File: config.mk
export PLATFORM = sky130hd
export DESIGN_NAME = holding_skid_buffer_flat
export DESIGN_NICKNAME = d
export VERILOG_FILES = /design/src/rtl/holding_skid_buffer_if.sv /design/src/rtl/holding_skid_buffer.sv /design/src/flat_wrapper.sv
export SDC_FILE = /design/constraint.sdc
export NUM_CORES = 1
export LEC_CHECK = 0
export CELL_PAD_IN_SITES_DETAIL_PLACEMENT = 0
export CELL_PAD_IN_SITES_GLOBAL_PLACEMENT = 1
export CORE_MARGIN = 5
export CORE_UTILIZATION = 35
export DETAILED_ROUTE_END_ITERATION = 16
export PLACE_DENSITY = 0.73
export REMOVE_ABC_BUFFERS = 1
export SETUP_SLACK_MARGIN = 0.3
export SLEW_MARGIN = 20
export SYNTH_ARGS = -nofsm -noshare
export SYNTH_HDL_FRONTEND = slang
export SYNTH_SLANG_ARGS = --single-unit
File: constraint.sdc
create_clock -name clk -period 1.7 [get_ports clk]
set_clock_uncertainty 0.05 [all_clocks]
set_input_delay 0.17 -clock clk [delete_from_list [all_inputs] [get_ports clk]]
set_output_delay 0.17 -clock clk [all_outputs]
set_load 0.1 [all_outputs]
File: src/rtl/holding_skid_buffer_if.sv
// rtl/holding_skid_buffer_if.sv - handshake bundle for the holding skid buffer
//
// Purpose: groups the upstream push side, downstream pop side, flush and
// occupancy of holding_skid_buffer into one interface.
//
// Signals:
//   in_data   [WIDTH]  word offered by the upstream stage
//   in_valid           in_data is valid this cycle
//   in_ready           buffer can accept a word this cycle
//   out_data  [WIDTH]  oldest buffered word
//   out_valid          out_data is valid
//   out_ready          downstream accepts out_data this cycle
//   flush              synchronous discard of all buffered words
//   count     [2]      number of words held (0..2)
//
// Modports:
//   slave  - the buffer itself
//   master - the environment driving it (upstream + downstream together)

interface holding_skid_buffer_if #(
  parameter int WIDTH = 32
);

  logic [WIDTH-1:0] in_data;
  logic             in_valid;
  logic             in_ready;
  logic [WIDTH-1:0] out_data;
  logic             out_valid;
  logic             out_ready;
  logic             flush;
  logic [1:0]       count;

  modport slave (
    input  in_data,
    input  in_valid,
    output in_ready,
    output out_data,
    output out_valid,
    input  out_ready,
    input  flush,
    output count
  );

  modport master (
    output in_data,
    output in_valid,
    input  in_ready,
    input  out_data,
    input  out_valid,
    output out_ready,
    output flush,
    input  count
  );

endinterface

File: src/rtl/holding_skid_buffer.sv
// rtl/holding_skid_buffer.sv - two-entry registered elastic buffer (main + skid)
//
// Purpose: accepts words from an upstream stage and presents them, in order,
// to a downstream stage. A second (skid) register absorbs one cycle of
// downstream stall. Every output is driven from a register, so there is no
// combinational path from in_* to out_* nor from out_ready to in_ready.
//
// Ports:
//   clk    input   rising-edge clock
//   reset  input   asynchronous active-low reset (0 = in reset)
//   bus    slave   holding_skid_buffer_if: in_data/in_valid/in_ready,
//                  out_data/out_valid/out_ready, flush, count

module holding_skid_buffer #(
  parameter int WIDTH = 32
) (
  input  logic                  clk,
  input  logic                  reset,
  holding_skid_buffer_if.slave  bus
);

  // The state encoding is the occupancy, so count is the state register.
  typedef enum logic [1:0] {
    EMPTY = 2'd0,
    ONE   = 2'd1,
    FULL  = 2'd2
  } state_t;

  state_t           state_q,    state_d;
  logic [WIDTH-1:0] main_q,     main_d;
  logic [WIDTH-1:0] skid_q,     skid_d;
  logic             in_ready_q, in_ready_d;

  logic push;
  logic pop;

  // in_ready is its own register (rather than decoded from state_q) so that
  // it reads 0 while in reset and rises only at the first edge after release.
  assign push = bus.in_valid & in_ready_q;
  assign pop  = (state_q != EMPTY) & bus.out_ready;

  always_comb begin
    state_d = state_q;
    main_d  = main_q;
    skid_d  = skid_q;

    if (bus.flush) begin
      // Flush beats any transfer; main_q is left alone so out_data holds.
      state_d = EMPTY;
    end else begin
      unique case (state_q)
        EMPTY: begin
          if (push) begin
            state_d = ONE;
            main_d  = bus.in_data;
          end
        end
        ONE: begin
          if (push && pop) begin
            main_d = bus.in_data;
          end else if (push) begin
            state_d = FULL;
            skid_d  = bus.in_data;
          end else if (pop) begin
            state_d = EMPTY;
          end
        end
        FULL: begin
          // in_ready_q is 0 here, so push cannot occur.
          if (pop) begin
            state_d = ONE;
            main_d  = skid_q;
          end
        end
        default: begin
          state_d = EMPTY;
        end
      endcase
    end

    in_ready_d = (state_d != FULL);
  end

  always_ff @(posedge clk or negedge reset) begin
    if (!reset) begin
      state_q    <= EMPTY;
      main_q     <= '0;
      skid_q     <= '0;
      in_ready_q <= 1'b0;
    end else begin
      state_q    <= state_d;
      main_q     <= main_d;
      skid_q     <= skid_d;
      in_ready_q <= in_ready_d;
    end
  end

  assign bus.count     = state_q;
  assign bus.out_valid = (state_q != EMPTY);
  assign bus.out_data  = main_q;
  assign bus.in_ready  = in_ready_q;

endmodule

File: src/flat_wrapper.sv
// flat-port wrapper written by rule: the top's interface ports become plain ports
module holding_skid_buffer_flat 
#(
  parameter int WIDTH = 32
)
  (clk, reset, bus_in_data, bus_in_valid, bus_in_ready, bus_out_data, bus_out_valid, bus_out_ready, bus_flush, bus_count);
  holding_skid_buffer_if #(.WIDTH(WIDTH)) bus_i ();
  input  logic clk;
  input  logic reset;
  input wire logic [$bits(bus_i.in_data)-1:0] bus_in_data;
  input wire logic [$bits(bus_i.in_valid)-1:0] bus_in_valid;
  output wire logic [$bits(bus_i.in_ready)-1:0] bus_in_ready;
  output wire logic [$bits(bus_i.out_data)-1:0] bus_out_data;
  output wire logic [$bits(bus_i.out_valid)-1:0] bus_out_valid;
  input wire logic [$bits(bus_i.out_ready)-1:0] bus_out_ready;
  input wire logic [$bits(bus_i.flush)-1:0] bus_flush;
  output wire logic [$bits(bus_i.count)-1:0] bus_count;
  assign bus_i.in_data = bus_in_data;
  assign bus_i.in_valid = bus_in_valid;
  assign bus_in_ready = bus_i.in_ready;
  assign bus_out_data = bus_i.out_data;
  assign bus_out_valid = bus_i.out_valid;
  assign bus_i.out_ready = bus_out_ready;
  assign bus_i.flush = bus_flush;
  assign bus_count = bus_i.count;
  holding_skid_buffer #(.WIDTH(WIDTH)) u_core (.clk(clk), .reset(reset), .bus(bus_i));
endmodule
# After elaboration in Yosys (flattened, before gate mapping)
# Cells that the tools add are included.
# word_totals
ramBits,0
mem_bits_ro,0
mem_count,0
elab_cells,31
output_inout_bits,36
latch_bits,0
inputBits,37
reg_bits,67
# classes
multipliers,0
reduce_logical,6
n_bitwise,4
n_shift,0
n_eq_ne,6
addsub,0
n_mux,11
n_lt_le_gt_ge,0
n_div,0
# op_table
cell,n
2-to-1 mux 32 bit,3
one-hot mux 32 bit (3 select lines),1
2-to-1 mux 2 bit,6
"!= test 2 x 1 -> 1 bit, second input constant",3
one-hot mux 2 bit (3 select lines),1
AND reduction 5 bit,1
AND reduction 4 bit,1
nonzero test 3 bit,1
AND 1 bit,2
"equality test 2 x 1 -> 1 bit, second input constant",1
"equality test 2 bit, second input constant",1
logical NOT 2 bit,1
"!= test 2 bit, second input constant",1
inverter 1 bit,2
nonzero test 2 bit,1
logical AND 1 bit,1

# Depth between registers and ports, before layout
# Gate-level depths: netlist of run 1.
# logic_depth
ltp_word,8
mapped_depth,6

# Least setup slack after synthesis of run 1
# OpenSTA, ideal clock, no wires.
# synth_path
path_kind,register to register
start,reg u_core.in_ready_q (netlist: u_core.bus.in_ready)
end,reg u_core.skid_q[0]
required_time_ps,1525
setup_ps,125
period_less_slack_ps,2417
n_path_buf,2
t_arrival_ps,2242
path_slack_ps,-717
path_stages_with_launch,6
cell_sequence,dfrtp_1 -> nand2_1 -> or4b_1 -> buf_6 -> buf_12 -> mux2_4
# synth_between
elab_chain_cells,4
# synth_lines
item,line_no,rtl
from (decl),holding_skid_buffer.sv:32,"logic in_ready_q, in_ready_d;"
from (signal assigned),holding_skid_buffer.sv:94,in_ready_q <= in_ready_d;
AND 1 bit *,holding_skid_buffer.sv:39,assign push = bus.in_valid & in_ready_q;
logical AND 1 bit,holding_skid_buffer.sv:59,if (push && pop) begin
inverter 1 bit (no line),--,
AND reduction 4 bit (no line) *,--,
to (signal assigned),holding_skid_buffer.sv:93,skid_q <= skid_d;
to (decl),holding_skid_buffer.sv:31,"logic [WIDTH-1:0] skid_q, skid_d;"
# Every way passes the cells marked *; elsewhere a longest branch is shown, timed or not.
# A chain may end at the register's enable or synchronous reset.

# Worst setup path in the final report of run 1
# layout_path
start,reg u_core.state_q[0] (netlist: u_core.bus.count[0])
end,reg u_core.skid_q[3]
# layout_between
elab_chain_cells,5
word_cells_on_any_way,6
cone_classes,eq/ne (1); bitwise (2); reduce/logical (3)
# layout_lines
item,line_no,rtl
from (decl),holding_skid_buffer.sv:29,"state_t state_q, state_d;"
from (signal assigned),holding_skid_buffer.sv:91,state_q <= state_d;
nonzero test 2 bit,holding_skid_buffer.sv:40,assign pop = (state_q != EMPTY) & bus.out_ready;
AND 1 bit,holding_skid_buffer.sv:40,
logical AND 1 bit,holding_skid_buffer.sv:59,
inverter 1 bit (no line),--,
AND reduction 4 bit (no line) *,--,
# Marks and branches as above.

==> flow_summary.json, run 1 <==
{
  "cts_tree": "done",
  "diodes": 0,
  "fmax_mhz": 599,
  "critPathLaunchType": "flip-flop",
  "place_congestion": 0.745,
  "dieWidth_um": 102,
  "cts_buffers": 9,
  "arrival_ps": 1840,
  "syn_area_per_cell_sq_um": 13.2,
  "grtUsageTotal_pct": 13.0,
  "clk_pin_slew_worst_paths_ps": 80,
  "avgRoutedWirePerCell_um": 15.8,
  "multi_input_area_sq_um": 1230,
  "seqCellArea_sq_um": 1680,
  "syn_area_sq_um": 2970,
  "wl_um": 6710,
  "core_sq_um": 8260,
  "path_class": "reg -> reg",
  "min_path_type": "in -> async",
  "critPathSlowestCell": "or4b_4",
  "synthDistinctLibCells": 22,
  "start_util_pct": 36.0,
  "power.leakage_nw": 2.10,
  "cap_violations": 0,
  "grt_max_degree": 68,
  "fin_crit_ps": 1670,
  "grt_pass1_vias": 2038,
  "clock-sinks": 67,
  "p_per_area_nw_per_um2": 1350,
  "synthCells": 225,
  "relSlewSlack_pct": 76.1,
  "endpoint_kind": "flip-flop",
  "cp.required_ps": 1870,
  "antenna_found_initial": 0,
  "cpLargestDelayFamily": "simple AND/OR/NAND/NOR gates",
  "fin_crit_sh_pct": 98.3,
  "dr_total_vias": 2023,
  "tightest_slew_ps": 359,
  "fin_util_pct": 55.8,
  "area_growth_syn_to_layout_pct": 55.1,
  "design_power_total_mw": 6.20,
  "final_nets": 352,
  "ys_seq_area_share_pct": 56.4,
  "hpwl_um": 4190,
  "ant_nets": 0,
  "crit_fanout": 19,
  "rows": 33,
  "dr.pass1.iters": 4,
  "insertion_delay_ps": 340,
  "irDropWorstVdd_v": 0.000550,
  "die_y_um": 102,
  "route.detailed.drc": 0,
  "hold_viol": 0,
  "path_buf_inv": 1,
  "cts_max_level": 3,
  "synth-seq-cells": 67,
  "rsz0062_at_grt": "true",
  "cts_root_buf": "clkbuf_8",
  "portBuffers": 72,
  "path_cells": "and2b_1 -> or4b_4 -> buf_12 -> mux2_4",
  "dieArea_sq_um": 10400,
  "drive_above_1_share_pct": 37.0,
  "grt_pass1_wl_um": 10400,
  "pin_count": 73,
  "ctsLongestPathBuffers": 2,
  "outcome": "finished, final reports clean",
  "slew_viol_final": 0,
  "drt_iter0_drc": 47,
  "finalSetupViolations": 0,
  "grt.overflow.total": 0,
  "viasPerCell": 4.77,
  "yosysWarnings": 0,
  "nFillCells": 687,
  "slowest_delay_ps": 500
}
[cell families after synthesis]
| kind of cell | synth area share, % |
|---|---|
| flip-flops | 56.4 |
| multiplexers | 26.9 |
| AND/OR/NAND/NOR | 6.02 |
| AO/OA/AOI/OAI | 6.61 |
| buffers and inverters | 4.04 |
[synthesized netlist by cell type, drive strengths merged]
| cell | instances | area [sq um] |
|---|---|---|
| or2 | 1 | 6.26 |
| inv | 1 | 3.75 |
| clkbuf | 8 | 30.0 |
| dfrtp | 67 | 1680 |
| o31a | 1 | 8.76 |
| mux2 | 32 | 469 |
| nand2b | 1 | 6.26 |
| nand4bb | 1 | 11.3 |
| and2b | 1 | 7.51 |
| nand2 | 34 | 128 |
| or4b | 1 | 10.0 |
| o21ai | 32 | 160 |
| nor2 | 1 | 3.75 |
| o41a | 1 | 11.3 |
| mux2i | 33 | 330 |
| nor2b | 1 | 6.26 |
| o21a | 1 | 7.51 |
| buf | 7 | 86.3 |
| o22a | 1 | 8.76 |
[power breakdown]
part           total, mW  switching [mW]  internal [mW]  leakage, nW
Clock               1.26           0.605          0.658       0.0946
Sequential          2.29           0.307           1.98        0.826
Combinational       2.65            1.50           1.15         1.18
Total               6.20            2.42           3.79         2.10
[worst reg2reg max path, cell delays in order, from the launching register on]
cell     delay (ps)
dfrtp_1         350
and2b_1         140
or4b_4          500
buf_12          190
mux2_4          320
[layer usage]
layer  track usage (%)  routed length, um  vias up
met5                 0                  0        -
met4              6.36                104        0
met3              3.21                343       11
met2              18.5               3130       51
met1              18.5               3140     1002
li1                  -                  -      959
[path summary, 6_finish.rpt]
| kind | start | to | slack, ps | depth (start not counted) |
|---|---|---|---|---|
| max | u_core.bus.count[0] | u_core.skid_q[3] | 30 | 4 |
| max in group asynchronous | reset | u_core.skid_q[15] | 990 | 3 |
| min reg2reg | u_core.skid_q[30] | u_core.skid_q[30] | 450 | 1 |
| min in group clk | bus_in_data[30] | u_core.skid_q[30] | 400 | 2 |
| max reg2reg | u_core.bus.count[0] | u_core.skid_q[3] | 30 | 4 |
| min | reset | u_core.bus.out_data[29] | 330 | 3 |
[what timing repair did]
action | in CTS | in global routing
pin swaps | 0 | 2
gates resized for setup | 8 | 15
gates cloned | 1 | 3
hold buffers | 1 | 0
setup buffers | 0 | 2
hold endpoints to repair | 67 | 0
setup endpoints to repair | 67 | 67
[through the flow]
stage / area, sq um / std cells / hold WS, ps / setup slack (ps) / TNS [ps]
detailed placement: 4220 / 402 / 173 / -516 / -22370
CTS: 4470 / 419 / 339 / 39.8 / 0
global route: 4610 / 424 / 366 / -10.8 / -45.2
finish: 4610 / 424 / 335 / 29.3 / 0
floorplan: 2860 / 210 / -176 / -2080 / -110140
global placement: 4220 / 402 / 170 / -507 / -21800
[flip-flops by register name, indices dropped and copies added, names as in the netlist]
name and cells:
u_core.skid_q 32, u_core.bus.in_ready 1, u_core.bus.out_data 32, u_core.bus.count 2
[layout by cell type (no fill, tap or decap)]
master / count
o31a_1: 1
mux2i_1: 33
buf_8: 1
nor2_1: 1
or2_4: 1
and2b_1: 1
or4b_4: 1
nand2_1: 26
buf_4: 10
o21a_1: 1
o22a_1: 1
buf_16: 1
buf_12: 40
o41a_4: 1
bufinv_16: 1
clkbuf_16: 3
mux2_1: 1
clkdlybuf4s50_1: 35
mux2_4: 31
nand2b_1: 1
dlygate4sd3_1: 1
buf_2: 1
clkinv_2: 4
nand2_2: 8
nand4bb_1: 1
o21ai_1: 30
dfrtp_1: 67
nor2b_4: 1
o21ai_2: 2
clkbuf_8: 9
clkinvlp_4: 1
buf_6: 2
inv_1: 1
[cell type report]
type / instances / share of cell area, %
Multi-Input combinational cell: 142 / 26.8
Clock inverter: 6 / 1.25
Inverter: 1 / 0.0815
Tap cell: 105 / 2.85
Sequential cell: 67 / 36.4
Timing Repair Buffer: 94 / 30.0
Clock buffer: 9 / 2.69
No activity file was read; power rests on OpenSTA's default activity.
==> inputs of run 2 (changes only) <==
ABC_AREA = 1   (was default)
CORE_UTILIZATION = 33   (was 35)
PLACE_DENSITY = 0.74   (was 0.73)
==> run 2 against run 1 <==
Core utilization fell by 1.4 points. Synthesized area rose by 8.4%. Maximum frequency rose by 12%. Worst hold slack got worse by 37 ps. Die area rose by 13%. Critical path type unchanged. Largest cell class unchanged. Highest routed layer unchanged. Sequential cell count did not move. Register-to-register slack improved by 180 ps. Critical endpoint is now u_core.bus.out_data[31]. Sequential power rose by 4%. Cell count rose by 50%. Worst setup slack improved by 180 ps. Count of clock-buffer cells in the layout rose by 1.
==> flow_summary.json, run 2 <==
{
  "outcome": "finished, final reports clean",
  "rows": 36,
  "stdcell_count": 638,
  "arrival_ps": 1670,
  "cts_tree": "done",
  "synthTopCellsByArea": "dfrtp_1 52%, nand2_1 23%, nand3_1 9.9%, nand4_1 6.4%, buf_2 3.0%",
  "cp.required_ps": 1880,
  "grt_max_degree": 40,
  "endpoint_kind": "flip-flop",
  "fin_util_pct": 54.4,
  "yosys-top-cells-count": "198 x nand2_1, 67 x dfrtp_1, 64 x nand3_1",
  "crit_fanout": 7,
  "p_per_area_nw_per_um2": 1380,
  "routed-wl-met3_um": 641,
  "core_sq_um": 9640,
  "clk_pin_slew_worst_paths_ps": 80,
  "antenna_found_initial": 0,
  "min_path_type": "in -> async",
  "pin_count": 73,
  "dieWidth_um": 109,
  "start_util_pct": 33.4,
  "synthFlopType": "dfrtp_1",
  "finalSetupViolations": 0,
  "clock-sinks": 67,
  "insertion_delay_ps": 340,
  "fin_crit_ps": 1490,
  "tightest_slew_ps": 519,
  "dieArea_sq_um": 11800,
  "synth-seq-cells": 67,
  "cts_root_buf": "clkbuf_8",
  "reg2reg_depth": 6,
  "wl_met1_um": 4450,
  "drive_above_1_share_pct": 25.5,
  "dr.pass1.iters": 5,
  "synthDistinctLibCells": 18,
  "regToRegSetupSlack_ps": 210,
  "synthCells": 412,
  "irDropWorstVdd_v": 0.000748,
  "synth.largest_area_cell": "dfrtp_1",
  "rr_endpoint": "u_core.bus.out_data[31]",
  "fin_crit_sh_pct": 87.6,
  "fmax_mhz": 671,
  "dr_total_vias": 3149,
  "die_y_um": 109,
  "ctsLongestPathBuffers": 2,
  "drt_iter0_drc": 160,
  "hold_viol": 0,
  "syn_area_per_cell_sq_um": 7.82,
  "path_class": "reg -> reg",
  "critPathLaunchType": "flip-flop",
  "endpoint": "u_core.bus.out_data[31]",
  "synth.most_common_cell": "nand2_1",
  "synth_top_area_share_pct": 52.0,
  "hpwl_um": 5870,
  "r2r-start": "u_core.bus.count[1]",
  "portBuffers": 72,
  "place_congestion": 0.711,
  "viasPerCell": 4.94,
  "wl_um": 10100,
  "area_growth_syn_to_layout_pct": 62.8,
  "ys_seq_area_share_pct": 52.0,
  "worst_hold_slack_ps": 298,
  "grt.overflow.total": 0,
  "diodes": 0,
  "cts_max_level": 3,
  "avgRoutedWirePerCell_um": 15.8,
  "place_inst": 604,
  "cap_violations": 0,
  "syn_area_sq_um": 3220,
  "slew_viol_final": 0,
  "power.leakage_nw": 2.61,
  "synth_edf_count": 0,
  "setup-tns-final_ps": 0,
  "top_layer": "met4",
  "layout_common_cells": "170 x nand2_1, 65 x dfrtp_1, 63 x nand3_1, 45 x buf_12, 35 x clkdlybuf4s50_1",
  "rsz0062_at_grt": "true",
  "cts_buffers": 9,
  "route.detailed.drc": 0,
  "final_nets": 537,
  "crit_start": "u_core.bus.count[1]",
  "ant_nets": 0,
  "synthArstFlopShare_pct": 100,
  "design_power_total_mw": 7.24,
  "relSlewSlack_pct": 65.4,
  "grt_pass1_wl_um": 15400,
  "grtUsageTotal_pct": 16.6,
  "wl_met2_um": 4860,
  "grt_pass1_vias": 3012,
  "final_common_cell": "nand2_1",
  "yosysWarnings": 0
}
==> run 2: cell count changes after synthesis, moves of 4 or more <==
cell / previous run / this run
nand2_1: 34 / 198
nand3_1: 0 / 64
mux2i_1: 33 / 0
nand4_1: 0 / 33
o21ai_1: 32 / 0
mux2_4: 29 / 0
buf_2: 3 / 19
buf_4: 0 / 6
nor2_1: 1 / 5
==> run 2: kinds of logic after synthesis <==
logic type	synth area share, %
and+or+nand+nor	41.6
AOI/OAI and AO/OA	0.660
buffers and inverters	5.75
DFF	52.0
==> run 2: layer usage <==
layer  vias up  GRT usage [%]
met4         0           5.77
li1       1530              -
met5         -              0
met1      1503           22.4
met3        11           3.79
met2       105           26.3
==> run 2: final cells by class <==
| type | instances | area (sq um) |
|---|---|---|
| clock inverter | 6 | 136 |
| tap | 133 | 166 |
| clock buffer | 10 | 128 |
| sequential | 67 | 1680 |
| timing repair buffer | 107 | 1580 |
| multi-input combinational | 309 | 1530 |
| inverter | 6 | 30.0 |
| fill | 897 | 4390 |
==> run 2: repair_timing <==
item	4_1_cts	5_1_grt
gates cloned	1	4
resized for setup	15	61
hold endpoints to repair	38	0
hold buffers	1	0
setup endpoints to repair	68	67
pin swaps	3	21
buffers inserted	7	5
==> run 2: power breakdown <==
part,switching [mW],leakage (nW),internal (mW)
logic,1.94,1.64,1.14
registers,0.372,0.835,2.01
clock network,0.643,0.127,1.13
total,2.96,2.61,4.28
==> run 2: worst min-delay path by stage <==
| stage | startpoint | to | slack, ps | depth (start not counted) |
|---|---|---|---|---|
| floorplan | reset | u_core.bus.count[0] | -180 | 0 |
| global placement | reset | u_core.bus.out_data[7] | 130 | 1 |
| detailed placement | reset | u_core.bus.out_data[7] | 140 | 1 |
| CTS | reset | u_core.bus.out_data[22] | 310 | 2 |
| global route | reset | u_core.bus.out_data[7] | 350 | 2 |
| finish | reset | u_core.bus.out_data[22] | 300 | 2 |
==> run 2: through the flow <==
stage          instance area [sq um]  worst slack, ps
6_report                        5250              210
5_1_grt                         5250              167
4_1_cts                         4890              266
3_5_place_dp                    4480            -55.8
3_3_place_gp                    4480            -36.9
2_1_floorplan                   3060            -1720
==> run 2: worst max-delay path, stage by stage (launching register included) <==
cell and delay (ps):
dfrtp_2 480, buf_6 150, a21oi_4 170, nand3_4 190, clkbuf_16 230, nand2_1 60
nand2_1 50
